File: config.mk
export PLATFORM = sky130hd
export DESIGN_NAME = instr_fetch
export DESIGN_NICKNAME = d
export VERILOG_FILES = /design/src/rtl/instr_fetch.sv
export SDC_FILE = /design/constraint.sdc
export NUM_CORES = 1
export LEC_CHECK = 0
export CAP_MARGIN = 30
export CORE_MARGIN = 1.5
export CORE_UTILIZATION = 52
export CTS_CLUSTER_SIZE = 24
export DETAILED_ROUTE_END_ITERATION = 6
export GPL_TIMING_DRIVEN = 1
export PLACE_DENSITY = 0.92
export SLEW_MARGIN = 5
export SYNTH_ARGS = -nofsm -noshare
export SYNTH_HDL_FRONTEND = slang
export SYNTH_SLANG_ARGS = --single-unit
File: constraint.sdc
create_clock -name clk -period 7.3 [get_ports clk]
set_input_delay 1.46 -clock clk [delete_from_list [all_inputs] [get_ports clk]]
set_output_delay 1.46 -clock clk [all_outputs]
set_load 0.01 [all_outputs]
File: src/rtl/instr_fetch.sv
// Instruction fetch: drives the imem read port, buffers words, hands off to decode.
// Define IFETCH_WRAP_EN to wrap the PC past the top address instead of stopping.
module instr_fetch #(
    parameter int ADDR_W    = 7,
    parameter int DATA_W    = 32,
    parameter int BUF_DEPTH = 2
) (
    input  logic              clk,
    input  logic              reset,
    input  logic              run,
    output logic [ADDR_W-1:0] mem_addr,
    output logic              mem_read,
    output logic              mem_noe,
    output logic              mem_cs,
    input  logic [DATA_W-1:0] mem_data,
    output logic [DATA_W-1:0] instr,
    output logic [ADDR_W-1:0] instr_pc,
    output logic              instr_valid,
    input  logic              instr_ready,
    input  logic              br_taken,
    input  logic [ADDR_W-1:0] br_target
);

    localparam int PTR_W = $clog2(BUF_DEPTH);
    localparam int CNT_W = PTR_W + 1;

    typedef enum logic [1:0] {
        S_IDLE,
        S_FETCH,
        S_END
    } state_t;

    state_t            state;
    logic [ADDR_W-1:0] fetch_pc;
    logic [CNT_W-1:0]  count;
    logic [PTR_W-1:0]  rd_ptr;
    logic [PTR_W-1:0]  wr_ptr;
    logic [DATA_W-1:0] buf_data [BUF_DEPTH];
    logic [ADDR_W-1:0] buf_pc   [BUF_DEPTH];

    logic has_entry;
    logic pop;
    logic fetch_en;
    logic last_fetch;

    assign has_entry   = (count != '0);
    assign instr_valid = has_entry & ~br_taken;
    assign pop         = instr_valid & instr_ready;
    assign fetch_en    = (state == S_FETCH) & ~br_taken &
                         ((count < CNT_W'(BUF_DEPTH)) | pop);

`ifdef IFETCH_WRAP_EN
    assign last_fetch = 1'b0;
`else
    assign last_fetch = &fetch_pc;
`endif

    assign mem_addr = fetch_pc;
    assign mem_read = fetch_en;
    assign mem_cs   = fetch_en;
    assign mem_noe  = ~fetch_en;
    assign instr    = has_entry ? buf_data[rd_ptr] : '0;
    assign instr_pc = has_entry ? buf_pc[rd_ptr] : '0;

    always_ff @(posedge clk) begin
        if (reset) begin
            state    <= S_IDLE;
            fetch_pc <= '0;
            count    <= '0;
            rd_ptr   <= '0;
            wr_ptr   <= '0;
        end else if (br_taken) begin
            fetch_pc <= br_target;
            count    <= '0;
            rd_ptr   <= '0;
            wr_ptr   <= '0;
            unique case (state)
                S_IDLE:  state <= S_IDLE;
                S_FETCH: state <= run ? S_FETCH : S_IDLE;
                default: state <= S_FETCH;
            endcase
        end else begin
            if (fetch_en) begin
                buf_data[wr_ptr] <= mem_data;
                buf_pc[wr_ptr]   <= fetch_pc;
                wr_ptr           <= wr_ptr + PTR_W'(1);
                fetch_pc         <= fetch_pc + ADDR_W'(1);
            end
            if (pop) begin
                rd_ptr <= rd_ptr + PTR_W'(1);
            end
            count <= count + CNT_W'(fetch_en) - CNT_W'(pop);
            // Reaching the top address wins over a simultaneous run drop.
            unique case (1'b1)
                state == S_IDLE: begin
                    if (run) state <= S_FETCH;
                end
                state == S_FETCH: begin
                    if (fetch_en && last_fetch) state <= S_END;
                    else if (!run) state <= S_IDLE;
                end
                default: ;
            endcase
        end
    end

endmodule

=== Word level (Yosys, flattened, before mapping) ===
Memory sizes are Yosys's and may differ from the RTL's. A register that Yosys moved wholly into a read port is not among the register bits.
Index checks and enable logic that the tools add are counted.

* Memories: 2
* Bits in writable memories: 78
* Word-level logic and storage cells: 50
* Output and inout bits: 50
* Bits in registers: 13
* Input bits: 44

{| class="wikitable"
|+ Memory list
! name !! depth !! bits a word !! read ports !! clocked after memory_dff !! write ports !! RTL line !! source
|-
| buf_data || 2 || 32 || 1 || 1 || 1 || 38 || <nowiki>logic [DATA_W-1:0] buf_data [BUF_DEPTH];</nowiki>
|-
| buf_pc || 2 || 7 || 1 || 1 || 1 || 39 || <nowiki>logic [ADDR_W-1:0] buf_pc [BUF_DEPTH];</nowiki>
|}

* Order comparisons: 1
* Bitwise logic cells: 7
* Reductions and logical operators: 8
* Muxes and demuxes: 19
* Equality and inequality tests: 3
* Add/sub/neg operators: 5

{| class="wikitable"
|+ Operator list
! cell !! number
|-
| $mux 32 || 1
|-
| $mux 7 || 3
|-
| $mux 1 || 9
|-
| $mux 2 || 4
|-
| $add 7x1->7 const B || 1
|-
| $reduce_and 7->1 || 1
|-
| $and 1x1->1 || 4
|-
| $ne 4x3->1 const B || 1
|-
| $pmux 2 s2 || 1
|-
| $reduce_bool 2->1 || 2
|-
| $ne 3x3->1 const B || 1
|-
| $reduce_and 3->1 || 1
|-
| $reduce_bool 3->1 || 1
|-
| $add 1x1->1 const B || 2
|-
| $add 2x1->2 || 1
|-
| $eq 2x1->1 const B || 1
|-
| $logic_not 2->1 || 1
|-
| $lt 2x2->1 const B || 1
|-
| $not 1->1 || 2
|-
| $pmux 1 s2 || 1
|-
| $reduce_or 2->1 || 1
|-
| $sub 2x1->2 || 1
|-
| $logic_and 1x1->1 || 1
|-
| $or 1x1->1 || 1
|}

=== Longest topological paths before layout ===
Gate-level depths: netlist (run 1).

* Word-level depth: 9
* Gate-level depth with buffers: 9

=== Worst setup path before layout (run 1) ===
OpenSTA, ideal clock, no wires.

* Path kind: input -> register
* Start point: input port instr_ready
* End point: memory buf_data[0][0], enable pin
* Data required time: 6.865 ns
* Library setup time: 0.435 ns
* Path slack: 3.353 ns
* Arrival: 3.512 ns
* Cell stages on the path: 5
* Cell sequence: nor2b_4 -> buf_6 -> nor2_2 -> nand2_1 -> nor2_1

* Cells in the longest elaborated chain, start to end: 7

{| class="wikitable"
|+ Ends and longest elaborated chain
! item !! RTL line !! source
|-
| start: declaration || 19 || <nowiki>input logic instr_ready,</nowiki>
|-
| $and 1x1->1 || 48 || <nowiki>assign pop = instr_valid & instr_ready;</nowiki>
|-
| $or 1x1->1 || 50 || <nowiki>((count < CNT_W'(BUF_DEPTH)) | pop);</nowiki>
|-
| $and 1x1->1 || 49 || <nowiki>assign fetch_en = (state == S_FETCH) & ~br_taken &</nowiki>
|-
| $mux 1 || 83 || <nowiki>if (fetch_en) begin</nowiki>
|-
| $mux 1 || 72 || <nowiki>end else if (br_taken) begin</nowiki>
|-
| $mux 1 || 66 || <nowiki>if (reset) begin</nowiki>
|-
| $mux 1 (implied by the code) || 84 || <nowiki>buf_data[wr_ptr] <= mem_data;</nowiki>
|-
| end: declaration || 38 ||
|}

No other way between the ends.

=== Final worst setup path (run 1) ===
* Start point: input port br_taken
* End point: output port mem_cs

* Cells in the longest elaborated chain, start to end: 5

{| class="wikitable"
|+ Ends and longest elaborated chain
! item !! RTL line !! source
|-
| start: declaration || 20 || <nowiki>input logic br_taken,</nowiki>
|-
| $not 1->1 (*) || 47, 49 ||
|-
| $and 1x1->1 || 47 || <nowiki>assign instr_valid = has_entry & ~br_taken;</nowiki>
|-
| $and 1x1->1 || 48 ||
|-
| $or 1x1->1 || 50 ||
|-
| $and 1x1->1 (*) || 49 ||
|-
| end: declaration || 14 || <nowiki>output logic mem_cs,</nowiki>
|}

Mark *: on every way between the ends. The rest lies on a longest branch, timed or not.

==> results of run 1 <==
## synth_stat cells (2+ instances only)
master,count
inv_1,4
and2_1,2
ha_1,3
nor2_1,50
nand4b_1,2
edfxtp_1,78
clkbuf_1,8
xnor2_1,5
nand3_1,3
nor3_1,7
buf_2,4
xor2_1,3
o21ai_0,4
a211oi_1,4
dfxtp_1,14
mux2i_1,39
nand2_1,6
## power by group
| group | internal (W) | switching [W] |
|---|---|---|
| registers | 0.000575 | 0.00000706 |
| clock network | 0.000190 | 0.000164 |
| logic | 0.0000375 | 0.0000241 |
| total | 0.000803 | 0.000195 |
## layer usage
metal	GRT usage, %	vias up	part of all wire (%)
li1	-	1100	-
met1	22.19	1060	42
met2	31.08	69	51
met3	4.076	8	5.1
met4	8.065	0	1.3
met5	0	-	0
## final timing paths
check | slack, ps | endpoint | cells past startpoint
setup / recovery | 2630 | mem_cs | 3
hold reg to reg | 550 | buf_pc[0][5]$_DFFE_PP_ | 0
setup reg to reg | 4880 | count[1]$_SDFF_PP0_ | 9
hold / removal | 550 | buf_pc[0][5]$_DFFE_PP_ | 0
## final cells by class
type	count	share of cell area, %
multi-input combinational	143	19.89
clock buffer	10	2.588
clock inverter	5	1.573
timing repair buffer	96	19.99
inverter	4	0.3045
tap	96	2.436
sequential	92	53.21
## layout by cell type (no fill, tap or decap), types with 4 or more instances in the layout
cell type,synthesis,final
inv_1,4,4
dfxtp_1,14,13
mux2i_1,39,39
a211oi_1,4,4
nor3_1,7,7
nor2_1,50,48
nand2_1,6,6
clkbuf_8,0,9
o21ai_0,4,4
edfxtp_1,78,78
xnor2_1,5,5
clkdlybuf4s50_1,0,93
## worst max-delay path: cells and delay by family
family	cells	cell delay, ps
buffers and inverters	2	1240
and+or+nand+nor	1	500
## sequential cells by signal (all words and copies together) (netlist names), named ones only
signal / cells
state: 2
mem_addr: 7
rd_ptr: 1
buf_pc: 14
count: 2
buf_data: 64
wr_ptr: 1
## logic make-up after synthesis
family,count (synthesis)
DFF,92
and+or+nand+nor,78
muxes,40
buffers and inverters,18
AOI/OAI and AO/OA,14
xor gates and xnor gates,8
adders and majority gates,3
## per-stage QoR
| stage | area, sq um | hold slack (ps) | total power, W | setup WS [ps] |
|---|---|---|---|---|
| 3_5_place_dp | 4698 | 547.3 | 0.0006563 | 2642 |
| 2_1_floorplan | 3671 | 511.9 | 0.0006132 | 3353 |
| 3_3_place_gp | 4678 | 537.8 | 0.0006537 | 2730 |
| 4_1_cts | 4903 | 546.8 | 0.001006 | 2631 |
| 5_1_grt | 4931 | 553.1 | 0.001032 | 2477 |
| 6_report | 4931 | 547.1 | 0.0009986 | 2633 |
==> results.tsv, run 1 <==
stage	metric	value	unit
floorplan	Initial Utilization	54.03	%
cts	maximum buffer depth of the clock tree	2	
synth	Post-Syn Nets	300	
synth	Synth Area in Compound Gates	2.658	%
global_routing	vias in the first global route	2144	
synth	synthesized flop and latch total	92	
synth	post-synthesis xor/xnor area fraction	1.909	%
setup_path	Critical Path AT	3210	ps
setup_path	kind of critical path	in -> out	
drt	wire per inst	14.96	um
timing	RSZ-0062 raised after global routing	no	
timing	final period utilization	63.93	%
drt	vias per std cell	5.016	
run	Max-Cap Viols	0	
synth	Post-synth ARST share	0	%
setup_path	CP startpoint kind	input pin	
finish	area grow syn2layout	34.32	%
worst_hold_path	Hold Path Class	reg -> reg	
drt	DR pass1 iterations	4	
drt	post-route ant nets	0	
synth	Cell variety after synth	34	
synth	largest family of logic cells by synthesized area	multiplexers	
global_routing	largest net degree at the start of global routing	41	
finish	register area	0.002624	sq mm
floorplan	I/O Pins	94	
cts	CTS buffer count	9	
global_routing	Tot GR Track Use	18.21	%
cts	post-cts sizing count	0	
global_routing	Overflow after GRT	0	
finish	multi-input combinational cell area	980.9	sq um
timing	Slew HR	35.83	%
synth	number of enable flip-flop cells after synthesis	78	
setup_path	most frequent CP cell	clkdlybuf4s50_1	
synth	Seq/Total Area, Yosys	71.44	%
power	leakage dissipation	1.559	nW
floorplan	Die W	87.02	um
floorplan	core area	0.006794	sq mm
cts	Root Buffer	clkbuf_8	
placed_design	Detailed Place HPWL	4348	um
timing	Fin. Hold Viols	0	
floorplan	num rows	30	
setup_path	Worst Setup End Kind	output port	
finish	post-route insts no fill	446	
cts	htree depth	3	
placed_design	placed cells	430	
setup_path	Worst setup startpoint	br_taken	
synth	post-synthesis mux area share	10.94	%
placed_design	number of port buffers	93	
cts	hold buffer count at CTS	0	
cts	Worst-path clk slew	80	ps
status	status	finished clean	
global_routing	first-pass GRT wire length	10210	um
synth	adder-cell share of the synthesized area	1.022	%
global_routing	initial antenna violation count	0	
synth	Post-Synth Simple-Gate Area	9.748	%
timing	skew final	10.55	ps
power	total power per unit cell area	202.5	mW/mm^2
drt	vias post-DR	2237	
drt	DRC viols	0	
setup_path	max incr delay on CP	630	ps
finish	Total Nets Final	393	
synth	Post-Syn Instances	253	
setup_path	Crit path required time	5840	ps
cts	# Post-CTS Setup Buffers	0	
timing	fmax	214.3	MHz
finish	ANT cells	0	
synth	Syn Std Cell Area	0.003671	sq mm
cts	CTS Sinks	92	
finish	fill count	462	
timing	# setup viols final	0	
timing	worst slew pin tran	960.2	ps
synth	Synth area leader	edfxtp_1	
placed_design	GP Congestion	0.8646	
setup_path	CP Max Fanout	13	
synth	syn_area_per_cell	14.51	sq um
finish	fin util	72.58	%
worst_hold_path	HP Start	mem_addr[5]$_SDFFE_PP0P_	
timing	Tmin final	4667	ps
cts	worst skew pair latency	340	ps
setup_path	CP max-delay cell	clkdlybuf4s50_1	
setup_path	Worst R2R Start	count[0]$_SDFF_PP0_	
synth	Area contributors post-synth	edfxtp_1 (64%), mux2i_1 (11%), dfxtp_1 (7.6%), nor2_1 (5.1%), xnor2_1 (1.2%)	
floorplan	Die Area	0.007572	sq mm
cts	CTS tree	built	
synth	post-synth top area share	63.80	%
drt	First DRT Iteration DRCs	102	
synth	Yosys Warn Count	0	
timing	setup tns final	0	ps
timing	Slew Viols, Final	0	
synth	Primary FF master, synth	edfxtp_1	
setup_path	critical path cell sequence	clkdlybuf4s50_1, nor3_1, clkdlybuf4s50_1	
finish	layout cells sized above 1	6.857	%
drt	Routed WL	6673	um
floorplan	Die Y	87.02	um
power	Peak VDD IR	0.1211	mV
Note: power is estimated with default switching activity, not from simulation.
==> run 2: changes to the inputs <==
CORE_UTILIZATION = 44   (was 52)
PLACE_DENSITY = 0.84   (was 0.92)
clock period = 4 ns   (was 7.3 ns; I/O delays follow)
==> run 2 against run 1 <==
Critical path type unchanged. Clock power up 90%. Cell area up 0.20%. Sequential share of layout area down 0.11 points. Clock skew up 0.77 ps. Hold slack better by 6.7 ps. Combinational power up 83%. Die area up 18%.
==> results.tsv, run 2 (synthesized netlist as in run 1, its figures left out) <==
stage	metric	value	unit
setup_path	Worst Setup End Kind	output port	
timing	Slew HR	38.84	%
finish	area grow syn2layout	34.59	%
placed_design	number of port buffers	93	
cts	maximum buffer depth of the clock tree	2	
timing	RSZ-0062 raised after global routing	no	
timing	worst slew pin tran	915.3	ps
setup_path	kind of critical path	in -> out	
global_routing	largest net degree at the start of global routing	41	
cts	worst skew pair latency	340	ps
floorplan	Die Y	94.34	um
cts	CTS Sinks	92	
drt	First DRT Iteration DRCs	95	
global_routing	initial antenna violation count	0	
timing	# setup viols final	0	
setup_path	CP startpoint kind	input pin	
finish	most frequent cells in the layout	clkdlybuf4s50_1 (93), edfxtp_1 (78), nor2_1 (48), mux2i_1 (39), dfxtp_1 (13)	
floorplan	num rows	33	
worst_hold_path	Hold Path Class	reg -> reg	
finish	fin util	60.74	%
global_routing	Overflow after GRT	0	
drt	DR pass1 iterations	4	
floorplan	core area	0.008134	sq mm
cts	htree depth	3	
run	Max-Cap Viols	0	
setup_path	Register-to-Register Path Depth	9	
cts	post-cts sizing count	0	
setup_path	Critical Path AT	2510	ps
finish	fill count	632	
timing	final period utilization	82.77	%
power	Peak VDD IR	0.1970	mV
timing	Fin. Hold Viols	0	
timing	skew final	11.31	ps
global_routing	first-pass GRT wire length	10560	um
cts	Worst-path clk slew	80	ps
floorplan	Initial Utilization	45.13	%
floorplan	Die Area	0.008900	sq mm
setup_path	Worst R2R End	count[1]$_SDFF_PP0_	
cts	Root Buffer	clkbuf_8	
drt	post-route ant nets	0	
floorplan	I/O Pins	94	
timing	Tmin final	3311	ps
drt	wire per inst	14.72	um
placed_design	GP Congestion	0.8356	
drt	vias per std cell	4.954	
timing	Slew Viols, Final	0	
placed_design	Detailed Place HPWL	4654	um
timing	setup tns final	0	ps
setup_path	Crit path required time	3200	ps
finish	Reg with most FFs	buf_data	
drt	vias post-DR	2269	
drt	DRC viols	0	
setup_path	Worst R2R Start	count[0]$_SDFF_PP0_	
cts	# Post-CTS Setup Buffers	0	
cts	CTS tree	built	
power	total power per unit cell area	374.2	mW/mm^2
global_routing	vias in the first global route	2187	
cts	CTS buffer count	9	
power	Tot Pwr	0.001849	W
finish	Total Nets Final	395	
setup_path	crit path to	mem_read	
placed_design	placed cells	442	
finish	ANT cells	0	
setup_path	CP Max Fanout	13	
power	leakage dissipation	1.565	nW
global_routing	Tot GR Track Use	16.00	%
finish	number of flip-flops in the largest register	64	
timing	fmax	302.0	MHz
finish	layout cells sized above 1	7.932	%
finish	commonest non-fill, non-tap cell in the layout	clkdlybuf4s50_1	
finish	post-route insts no fill	458	
setup_path	Worst setup startpoint	br_taken	
cts	hold buffer count at CTS	0	
setup_path	r2r setup slk	1630	ps
floorplan	Die W	94.34	um
drt	Routed WL	6740	um
status	status	finished clean	
run 2: changes by cell type in the layout (fill, tap and decap cells not counted), sizes merged:
cell,delta
buf,+2
inv,+2
clkbuf,-1
clkinv,-1
clkinvlp,+1
run 2: how the worst min path moves through the flow:
| stage | from | endpoint | slack, ps | cells after the start |
|---|---|---|---|---|
| after floorplan | state[1]$_SDFFE_PP0P_ | state[1]$_SDFFE_PP0P_ | 510 | 2 |
| after global placement | state[1]$_SDFFE_PP0P_ | state[1]$_SDFFE_PP0P_ | 530 | 2 |
| after detailed placement | mem_addr[5]$_SDFFE_PP0P_ | buf_pc[1][5]$_DFFE_PP_ | 540 | 0 |
| after CTS | mem_addr[5]$_SDFFE_PP0P_ | buf_pc[1][5]$_DFFE_PP_ | 550 | 0 |
| after global routing | mem_addr[5]$_SDFFE_PP0P_ | buf_pc[0][5]$_DFFE_PP_ | 570 | 0 |
| final | mem_addr[5]$_SDFFE_PP0P_ | buf_pc[0][5]$_DFFE_PP_ | 550 | 0 |
run 2: worst max-delay path: stages:
cell	delay (ps)
clkdlybuf4s50_1	630
nor3_1	460
clkdlybuf4s50_1	620
run 2: layout make-up:
type                            instances  area [sq um]  area share (%)
Inverter                                4         15.01          0.3039
Multi-Input combinational cell        143         980.9           19.85
Sequential cell                        92          2624           53.10
Tap cell                              105         131.4           2.659
Timing Repair Buffer                   98         968.4           19.60
Clock inverter                          7         97.59           1.975
Clock buffer                            9         123.9           2.507
run 2: metal layers:
layer | global-route usage (%) | vias to the layer above | share of wire, %
met5 | 0 | - | 0
met4 | 6.716 | 0 | 1.1
met3 | 3.784 | 9 | 5.8
met2 | 27.58 | 77 | 51
met1 | 19.22 | 1071 | 42
li1 | - | 1112 | -
run 2: through the flow:
stage / hold WS (ps) / setup WS [ps] / cell area, sq um
2_1_floorplan: 511.9 / 712.8 / 3671
3_3_place_gp: 532.6 / 726.2 / 4720
3_5_place_dp: 541.8 / 670.7 / 4720
4_1_cts: 554.5 / 685.0 / 4941
5_1_grt: 572.1 / 561.6 / 4941
6_report: 553.8 / 689.1 / 4941
run 2: report_power, final:
| part | switching [W] | leakage (nW) | internal [W] |
|---|---|---|---|
| clock | 0.000318 | 0.108 | 0.000355 |
| sequential | 0.0000120 | 0.821 | 0.00105 |
| combinational | 0.0000450 | 0.636 | 0.0000681 |
